`src/rtl/rv32i_pkg.sv`:
```
// Shared RV32I types and constants for the fetch front end, decode and benches.
package rv32i_pkg;

   localparam int XLEN = 32;

   typedef logic [XLEN-1:0] word_t;

   typedef struct packed {
      word_t instr;
      word_t pc;
   } fetch_entry_t;

   localparam word_t INSTR_NOP = 32'h0000_0013;

endpackage

```
`src/rtl/rv32i_fetch_unit_if.sv`:
```
// Fetch unit bus bundle: ROM read port, redirect request and decode handshake.
interface rv32i_fetch_unit_if;
   import rv32i_pkg::*;

   logic  rom_en;
   word_t rom_addr;
   word_t rom_data;
   logic  redirect_valid;
   word_t redirect_pc;
   logic  out_valid;
   word_t out_instr;
   word_t out_pc;
   logic  out_ready;

   modport master (
      output rom_en, rom_addr, out_valid, out_instr, out_pc,
      input  rom_data, redirect_valid, redirect_pc, out_ready
   );

   modport slave (
      input  rom_en, rom_addr, out_valid, out_instr, out_pc,
      output rom_data, redirect_valid, redirect_pc, out_ready
   );

endinterface

```
`src/rtl/fetch_fifo.sv`:
```
// Prefetch FIFO of {instr, pc} entries; flush wins over push and pop.
module fetch_fifo
   import rv32i_pkg::*;
#(
   parameter int DEPTH = 4,
   localparam int AW = $clog2(DEPTH),
   localparam int CW = AW + 1
) (
   input  logic          clock,
   input  logic          async_reset,
   input  logic          flush,
   input  logic          push,
   input  logic          pop,
   input  fetch_entry_t  push_data,
   output fetch_entry_t  head,
   output logic [CW-1:0] count
);

   fetch_entry_t  mem [DEPTH];
   logic [AW-1:0] rd_ptr;
   logic [AW-1:0] wr_ptr;
   logic          do_push;
   logic          do_pop;

   assign do_pop  = pop && (count != '0);
   assign do_push = push && (count != CW'(DEPTH));
   assign head    = mem[rd_ptr];

   always_ff @(posedge clock or negedge async_reset) begin
      if (!async_reset) begin
         rd_ptr <= '0;
         wr_ptr <= '0;
         count  <= '0;
         for (int i = 0; i < DEPTH; i++) mem[i] <= '0;
      end else if (flush) begin
         rd_ptr <= '0;
         wr_ptr <= '0;
         count  <= '0;
      end else begin
         if (do_push) begin
            mem[wr_ptr] <= push_data;
            wr_ptr      <= wr_ptr + AW'(1);
         end
         if (do_pop) rd_ptr <= rd_ptr + AW'(1);
         case ({do_push, do_pop})
            2'b10:   count <= count + CW'(1);
            2'b01:   count <= count - CW'(1);
            default: count <= count;
         endcase
      end
   end

endmodule

```
`src/rtl/rv32i_fetch_unit.sv`:
```
// RV32I fetch front end: PC register, one-deep in-flight ROM tracking and
// credit-based issue into the prefetch FIFO feeding decode.
module rv32i_fetch_unit
   import rv32i_pkg::*;
#(
   parameter word_t RESET_PC = 32'h0000_0000,
   parameter int    DEPTH    = 4
) (
   input logic                clock,
   input logic                async_reset,
   rv32i_fetch_unit_if.master bus
);

   localparam int CW = $clog2(DEPTH) + 1;

   word_t         fetch_pc;
   word_t         inflight_pc;
   logic          inflight;
   logic          issue;
   logic          push;
   logic          pop;
   logic          flush;
   logic [CW-1:0] count;
   logic [CW:0]   used;
   fetch_entry_t  head;
   fetch_entry_t  push_data;

   // Credit counts the in-flight word as occupied; pre-pop count keeps
   // out_ready off the rom_en path.
   assign used  = {1'b0, count} + (CW+1)'(inflight);
   assign flush = bus.redirect_valid;
   assign issue = async_reset && !bus.redirect_valid && (used < (CW+1)'(DEPTH));
   assign push  = inflight && !flush;
   assign pop   = bus.out_valid && bus.out_ready;

   assign push_data.instr = bus.rom_data;
   assign push_data.pc    = inflight_pc;

   assign bus.rom_en    = issue;
   assign bus.rom_addr  = fetch_pc;
   assign bus.out_valid = (count != '0);
   assign bus.out_instr = head.instr;
   assign bus.out_pc    = head.pc;

   always_ff @(posedge clock or negedge async_reset) begin
      if (!async_reset) begin
         fetch_pc    <= RESET_PC;
         inflight_pc <= RESET_PC;
         inflight    <= 1'b0;
      end else if (flush) begin
         fetch_pc <= bus.redirect_pc & ~word_t'(3);
         inflight <= 1'b0;
      end else begin
         inflight <= issue;
         if (issue) begin
            inflight_pc <= fetch_pc;
            fetch_pc    <= fetch_pc + word_t'(4);
         end
      end
   end

   fetch_fifo #(.DEPTH(DEPTH)) u_fifo (
      .clock       (clock),
      .async_reset (async_reset),
      .flush       (flush),
      .push        (push),
      .pop         (pop),
      .push_data   (push_data),
      .head        (head),
      .count       (count)
   );

endmodule

```
`src/flat_wrapper.sv`:
```
// flat-port wrapper written by rule: the top's interface ports become plain ports
module rv32i_fetch_unit_flat import rv32i_pkg::*;
#(
   parameter word_t RESET_PC = 32'h0000_0000,
   parameter int    DEPTH    = 4
)
  (clock, async_reset, bus_rom_en, bus_rom_addr, bus_out_valid, bus_out_instr, bus_out_pc, bus_rom_data, bus_redirect_valid, bus_redirect_pc, bus_out_ready);
  rv32i_fetch_unit_if bus_i ();
  input logic clock;
  input logic async_reset;
  output wire logic [$bits(bus_i.rom_en)-1:0] bus_rom_en;
  output wire logic [$bits(bus_i.rom_addr)-1:0] bus_rom_addr;
  output wire logic [$bits(bus_i.out_valid)-1:0] bus_out_valid;
  output wire logic [$bits(bus_i.out_instr)-1:0] bus_out_instr;
  output wire logic [$bits(bus_i.out_pc)-1:0] bus_out_pc;
  input wire logic [$bits(bus_i.rom_data)-1:0] bus_rom_data;
  input wire logic [$bits(bus_i.redirect_valid)-1:0] bus_redirect_valid;
  input wire logic [$bits(bus_i.redirect_pc)-1:0] bus_redirect_pc;
  input wire logic [$bits(bus_i.out_ready)-1:0] bus_out_ready;
  assign bus_rom_en = bus_i.rom_en;
  assign bus_rom_addr = bus_i.rom_addr;
  assign bus_out_valid = bus_i.out_valid;
  assign bus_out_instr = bus_i.out_instr;
  assign bus_out_pc = bus_i.out_pc;
  assign bus_i.rom_data = bus_rom_data;
  assign bus_i.redirect_valid = bus_redirect_valid;
  assign bus_i.redirect_pc = bus_redirect_pc;
  assign bus_i.out_ready = bus_out_ready;
  rv32i_fetch_unit #(.RESET_PC(RESET_PC), .DEPTH(DEPTH)) u_core (.clock(clock), .async_reset(async_reset), .bus(bus_i));
endmodule
```
`config.mk`:
```
export PLATFORM = sky130hd
export DESIGN_NAME = rv32i_fetch_unit_flat
export DESIGN_NICKNAME = d
export VERILOG_FILES = /design/src/rtl/rv32i_pkg.sv /design/src/rtl/rv32i_fetch_unit_if.sv /design/src/rtl/fetch_fifo.sv /design/src/rtl/rv32i_fetch_unit.sv /design/src/flat_wrapper.sv
export SDC_FILE = /design/constraint.sdc
export NUM_CORES = 1
export LEC_CHECK = 0
export CELL_PAD_IN_SITES_DETAIL_PLACEMENT = 1
export CELL_PAD_IN_SITES_GLOBAL_PLACEMENT = 2
export CORE_UTILIZATION = 43
export CTS_CLUSTER_SIZE = 16
export DETAILED_ROUTE_END_ITERATION = 6
export MAX_ROUTING_LAYER = met4
export PLACE_DENSITY = 0.92
export SLEW_MARGIN = 20
export SYNTH_ARGS = -nofsm -noshare
export SYNTH_HDL_FRONTEND = slang
export SYNTH_HIERARCHICAL = 1
export SYNTH_SLANG_ARGS = --single-unit
```
`constraint.sdc`:
```
create_clock -name clock -period 7.1 [get_ports clock]
set_input_delay 1.42 -clock clock [delete_from_list [all_inputs] [get_ports clock]]
set_output_delay 1.42 -clock clock [all_outputs]
set_load 0.005 [all_outputs]
```
==> results of run 1 <==
[state kept, by name (all words and copies together), names as in the netlist]
register,count
u_core/u_fifo/mem,256
u_core/bus.rom_addr,30
u_core/u_fifo/rd_ptr,2
u_core/inflight,1
u_core/u_fifo/wr_ptr,2
u_core/u_fifo/count,3
u_core/inflight_pc,30
[routing by layer]
| layer | global-route usage, % | vias up | share of wire (%) |
|---|---|---|---|
| met2 | 34.3 | 204 | 48 |
| met4 | 5.53 | 0 | 2.1 |
| li1 | - | 4043 | - |
| met5 | - | - | 0 |
| met3 | 4.95 | 55 | 5.5 |
| met1 | 28.8 | 4839 | 45 |
[cell families (layout without fill, tap and decap cells)]
logic type | Yosys count | count (layout) | share of synthesized area, %
flops | 324 | 324 | 55.5
mux | 322 | 322 | 29.7
simple gates | 216 | 216 | 7.07
buf+inv | 73 | 245 | 3.33
compound gates | 70 | 70 | 3.46
fa+ha+maj | 6 | 6 | 0.565
xor+xnor | 6 | 6 | 0.360
other cells | 1 | 13 | 0.0257
[worst max-delay path, delay by kind of cell]
family                 cells  cell delay [ps]
buffers and inverters      3             1190
AND/OR/NAND/NOR            1              640
[where the power goes]
group	leakage, uW	internal [uW]	total [uW]	switching [uW]
registers	0.00429	2050	2210	156
logic	0.00325	483	755	272
clock network	0.000587	1130	1870	740
[worst paths after layout]
check | from | to | slack, ps | depth (start not counted)
max | async_reset | bus_rom_en | 2350 | 4
min | u_core/u_fifo/mem[97]$_DFFE_PN0P_ | u_core/u_fifo/mem[97]$_DFFE_PN0P_ | 500 | 1
max reg2reg | u_core/inflight$_DFF_PN0_ | u_core/u_fifo/mem[173]$_DFFE_PN0P_ | 4090 | 5
min reg2reg | u_core/u_fifo/mem[97]$_DFFE_PN0P_ | u_core/u_fifo/mem[97]$_DFFE_PN0P_ | 500 | 1
max in group asynchronous | async_reset | u_core/u_fifo/mem[27]$_DFFE_PN0P_ | 4100 | 3
min in group asynchronous | async_reset | u_core/u_fifo/mem[187]$_DFFE_PN0P_ | 890 | 1
[cell usage in the layout (no fill, tap or decap), drive strengths merged, types with 10 or more instances in the layout]
cell / n
a221o: 10
nand3: 24
conb: 10
o211ai: 10
nand4: 12
nor2: 15
clkbuf: 52
nand2: 126
clkdlybuf4s50: 159
mux4: 64
o21ai: 21
mux2: 256
dfrtp: 324
o311ai: 10
buf: 13
[final cells by class]
| type | count | area (um^2) |
|---|---|---|
| Tap cell | 448 | 561 |
| Multi-Input combinational cell | 630 | 6080 |
| Inverter | 9 | 33.8 |
| Timing Repair Buffer | 172 | 1730 |
| Antenna cell | 3 | 7.51 |
| Sequential cell | 324 | 8120 |
| Clock buffer | 52 | 1040 |
| Clock inverter | 12 | 135 |
| Fill cell | 3259 | 15700 |
[through the flow]
stage	hold slack, ps	worst slack, ps	power [uW]	std cells
finish	501	2350	4830	1650
global route	514	2090	5050	1650
CTS	504	2220	4900	1645
detailed placement	490	2290	3000	1581
global placement	481	2320	2960	1581
floorplan	474	3080	2550	1027
==> results.sh, run 1 <==
export IMPL_die_area_um2=34700
export IMPL_drv_slew=0
export IMPL_cts_resized=0
export IMPL_final_nets=1248
export IMPL_drtIter0Drc=396
export IMPL_rsz0062_at_grt="no"
export IMPL_hold_buffers=0
export IMPL_clock_latency_ps=520
export IMPL_vdd_drop_max_mv=0.146
export IMPL_setup_violations=0
export IMPL_final_util_pct=52.9
export IMPL_synth_common_cells="dfrtp_1 (324), mux2_2 (256), nand2_1 (122), mux4_2 (64), buf_6 (26)"
export IMPL_synth_cell_type_count=54
export IMPL_hold_path_class="reg2reg"
export IMPL_dp_hpwl_um=21200
export IMPL_h_tree_depth=2
export IMPL_ys_seq_area_share_pct=55.5
export IMPL_clkSinkCount=324
export IMPL_tightest_slew_ps=1120
export IMPL_ys_flop_type="dfrtp_1"
export IMPL_max_slew_margin_pct=25.3
export IMPL_worstSetupPathType="in2out"
export IMPL_critPathMaxStageDelay_ps=640
export IMPL_path_cells="buf_8 -> nand3_2 -> inv_1 -> clkdlybuf4s50_1"
export IMPL_grt_usage_pct=21.9
export IMPL_ys_async_sr_fraction_pct=100
export IMPL_vias=9141
export IMPL_rows=67
export IMPL_cts_tree="yes"
export IMPL_synth_top_area_share_pct=55.5
export IMPL_die_y_um=186
export IMPL_arrival_ps=3330
export IMPL_viasPerCell=5.54
export IMPL_antenna_left=0
export IMPL_finalCriticalPeriod_ps=4750
export IMPL_start_util_pct=43.7
export IMPL_synthTopCellsByArea="dfrtp_1 (55%), mux2_2 (20%), mux4_2 (9.9%)"
export IMPL_worstPathMaxFanout=85
export IMPL_firstDrtPassIters=6
export IMPL_grt_pass1_vias=10084
export IMPL_yosysMostFrequentCell="dfrtp_1"
export IMPL_clockRootBuffer="clkbuf_16"
export IMPL_syn_to_final_growth_pct=21.2
export IMPL_grt_max_degree=86
export IMPL_port_buffers=161
export IMPL_cp_required_ps=5680
export IMPL_synth_seq_cells=324
export IMPL_core_area_um2=33400
export IMPL_yosysWarnings=6
export IMPL_critical_path_slowest_cell="nand3_2"
export IMPL_drive_gt1_share_pct=33.9
export IMPL_io_pins=166
export IMPL_endpoint_kind="output pin"
export IMPL_leakagePower_uw=0.00812
export IMPL_synthesis_area_um2=14600
export IMPL_final_setup_tns_ps=0
export IMPL_cts_made_buffers=37
export IMPL_cts_max_path_buffers=3
export IMPL_grt_pass1_wl_um=58300
export IMPL_grt_overflow_total=0
export IMPL_outcome="complete, but fails checks"
export IMPL_route_detailed_drc=2
export IMPL_fin_crit_sh_pct=66.9
export IMPL_drv_cap=0
export IMPL_placed_area_um2=16500
export IMPL_die_w_um=186
export IMPL_synth_cells=1018
export IMPL_gp_congestion=0.779
export IMPL_synth_top_cell_by_area="dfrtp_1"
export IMPL_p_per_area_nw_per_um2=273
export IMPL_clkTransAtPathRegs_ps=60
export IMPL_fin_area_um2=17700
export IMPL_fmax_mhz=210
export IMPL_synth_edff_count=0
export IMPL_syn_avg_cell_area_um2=14.4
export IMPL_crit_path_start_kind="primary input"
export IMPL_final_hold_viol_count=0
export IMPL_violations="DRC"
export IMPL_clock_skew_ps=10.9
export IMPL_postRouteWirelength_um=35600
export IMPL_antenna_found_initial=3
export IMPL_postCtsSetupBuffers=0
export IMPL_post_drt_wl_per_cell_um=21.6
(Power assumes the default switching activity.)
==> inputs of run 2 (changes only) <==
--- a/config.mk
+++ b/config.mk
@@ -7,11 +7,11 @@
 export LEC_CHECK = 0
 export CELL_PAD_IN_SITES_DETAIL_PLACEMENT = 1
 export CELL_PAD_IN_SITES_GLOBAL_PLACEMENT = 2
-export CORE_UTILIZATION = 43
+export CORE_UTILIZATION = 36
 export CTS_CLUSTER_SIZE = 16
 export DETAILED_ROUTE_END_ITERATION = 6
 export MAX_ROUTING_LAYER = met4
-export PLACE_DENSITY = 0.92
+export PLACE_DENSITY = 0.83
 export SLEW_MARGIN = 20
 export SYNTH_ARGS = -nofsm -noshare
 export SYNTH_HDL_FRONTEND = slang
==> constraint.sdc (replaced) <==
create_clock -name clock -period 4.3 [get_ports clock]
set_input_delay 0.86 -clock clock [delete_from_list [all_inputs] [get_ports clock]]
set_output_delay 0.86 -clock clock [all_outputs]
set_load 0.005 [all_outputs]
==> run 2 against run 1 <==
The run now ends clean. Sequential share of layout area fell by 0.73 points. Final cell count rose by 5.4%. Sequential power rose by 65%. Total power rose by 69%. Non-clock buffer count rose by 7. Clock power rose by 75%. Global-route usage fell by 2.7 points. Wire length rose by 2.2%. Core utilization fell by 7.9 points. Largest cell class unchanged. Highest routed layer unchanged.
==> results.sh, run 2 (synthesized netlist as in run 1, its figures left out) <==
export IMPL_top_register="u_core/u_fifo/mem"
export IMPL_wl_met1_um=16200
export IMPL_largest_reg_flops=256
export IMPL_fill_cells=4022
export IMPL_fmax_mhz=274
export IMPL_critical_path_slowest_cell="dfrtp_4"
export IMPL_r2r_end="u_core/u_fifo/count[1]$_DFFE_PN0P_"
export IMPL_startpoint="u_core/u_fifo/rd_ptr[0]$_DFFE_PN0P_"
export IMPL_cts_made_buffers=39
export IMPL_clkTransAtPathRegs_ps=60
export IMPL_crit_path_start_kind="register"
export IMPL_gp_congestion=0.781
export IMPL_drv_cap=0
export IMPL_clockRootBuffer="clkbuf_16"
export IMPL_p_per_area_nw_per_um2=454
export IMPL_viasPerCell=5.26
export IMPL_critPathMaxStageDelay_ps=770
export IMPL_final_cell_mix="dfrtp_1 (322), mux2_2 (256), clkdlybuf4s50_1 (159)"
export IMPL_grt_overflow_total=0
export IMPL_drv_slew=0
export IMPL_clock_latency_ps=560
export IMPL_fin_area_um2=18000
export IMPL_grt_pass1_wl_um=59700
export IMPL_cp_endpoint="bus_out_pc[1]"
export IMPL_h_tree_depth=2
export IMPL_clkSinkCount=324
export IMPL_endpoint_kind="output pin"
export IMPL_path_cells="buf_4 -> mux4_2 -> clkdlybuf4s50_1"
export IMPL_grt_max_degree=170
export IMPL_arrival_ps=2790
export IMPL_worstPathMaxFanout=24
export IMPL_rows=73
export IMPL_cts_max_path_buffers=3
export IMPL_drive_gt1_share_pct=34.6
export IMPL_dp_hpwl_um=22700
export IMPL_core_area_um2=39900
export IMPL_start_util_pct=36.6
export IMPL_grt_usage_pct=19.2
export IMPL_max_slew_margin_pct=35.3
export IMPL_postRouteWirelength_um=36400
export IMPL_grt_pass1_vias=10227
export IMPL_route_detailed_drc=0
export IMPL_rsz0062_at_grt="no"
export IMPL_fin_ws_ps=646
export IMPL_tightest_slew_ps=971
export IMPL_antenna_left=0
export IMPL_outcome="finished clean"
export IMPL_dp_slack_ps=1140
export IMPL_r2r_start="u_core/u_fifo/count[2]$_DFFE_PN0P_"
export IMPL_io_pins=166
export IMPL_mostFrequentLayoutCell="dfrtp_1"
export IMPL_die_area_um2=41400
export IMPL_die_w_um=203
export IMPL_wl_met2_um=17400
export IMPL_drtIter0Drc=399
export IMPL_vias=9139
export IMPL_worst_r2r_path_depth=8
export IMPL_port_buffers=161
export IMPL_syn_to_final_growth_pct=23.1
export IMPL_fin_crit_sh_pct=85.0
export IMPL_worstSetupPathType="reg2out"
export IMPL_placed_area_um2=16700
export IMPL_area_sequential_um2=8120
export IMPL_vdd_drop_max_mv=0.268
export IMPL_highest_layer="met4"
export IMPL_final_hold_viol_count=0
export IMPL_finalCriticalPeriod_ps=3650
export IMPL_cts_resized=0
export IMPL_clock_skew_ps=24.9
export IMPL_postCtsSetupBuffers=0
export IMPL_setup_violations=0
export IMPL_hold_path_class="in2async"
export IMPL_leakagePower_uw=0.00821
export IMPL_hold_buffers=0
export IMPL_cts_tree="yes"
export IMPL_cp_required_ps=3440
export IMPL_antenna_found_initial=3
export IMPL_die_y_um=203
export IMPL_firstDrtPassIters=4
export IMPL_multi_input_area_um2=6080
export IMPL_post_drt_wl_per_cell_um=20.9
export IMPL_final_setup_tns_ps=0
export IMPL_r2r_slack_ps=1680
export IMPL_dr_wl_met3_um=2010
export IMPL_final_nets=1257
-- run 2: changes by cell type in the layout (fill, tap and decap cells not counted), sizes merged --
| cell | delta |
|---|---|
| buf | +7 |
| clkbuf | +3 |
| clkinvlp | +1 |
| inv | +1 |
-- run 2: how the worst min path moves through the flow --
stage | from | endpoint | slack [ps] | depth (start not counted)
after CTS | async_reset | u_core/u_fifo/mem[183]$_DFFE_PN0P_ | 200 | 1
after global routing | async_reset | u_core/u_fifo/mem[183]$_DFFE_PN0P_ | 230 | 1
after global placement | u_core/u_fifo/mem[101]$_DFFE_PN0P_ | u_core/u_fifo/mem[101]$_DFFE_PN0P_ | 480 | 1
after floorplan | u_core/u_fifo/mem[100]$_DFFE_PN0P_ | u_core/u_fifo/mem[100]$_DFFE_PN0P_ | 470 | 1
final | async_reset | u_core/u_fifo/mem[239]$_DFFE_PN0P_ | 220 | 1
after detailed placement | u_core/u_fifo/mem[73]$_DFFE_PN0P_ | u_core/u_fifo/mem[73]$_DFFE_PN0P_ | 490 | 1
-- run 2: stage by stage --
step | utilization (%) | power (uW) | hold WS, ps | cells
after floorplan | - | 4210 | 474 | 1027
after global placement | 41.8 | 4910 | 481 | 1667
after detailed placement | 41.8 | 4970 | 488 | 1667
after CTS | 45.1 | 8320 | 204 | 1736
after global routing | 45.1 | 8570 | 233 | 1739
final | 45.1 | 8180 | 224 | 1739
-- run 2: routing by layer --
layer / track usage, % / up-vias
li1: - / 4064
met1: 25.0 / 4826
met2: 29.5 / 197
met3: 4.67 / 52
met4: 5.80 / 0
met5: - / -
-- run 2: worst max-delay path, delay by kind of cell (launching register included) --
kind	cells	cell delay, ps
flip-flops	1	770
multiplexers	1	550
buffers and inverters	2	910
-- run 2: layout make-up --
cell class | instances | area share, %
antenna | 3 | 0.0417
clock buffer | 55 | 6.15
clock inverter | 14 | 1.03
inverter | 9 | 0.188
multi-input combinational | 630 | 33.8
sequential | 324 | 45.1
tap | 525 | 3.65
timing repair buffer | 179 | 10.1
-- run 2: where the power goes --
group	total, uW	switching (uW)	leakage, uW	internal [uW]
combinational	1250	452	0.00329	798
clock	3280	1300	0.000635	1990
sequential	3640	252	0.00429	3390
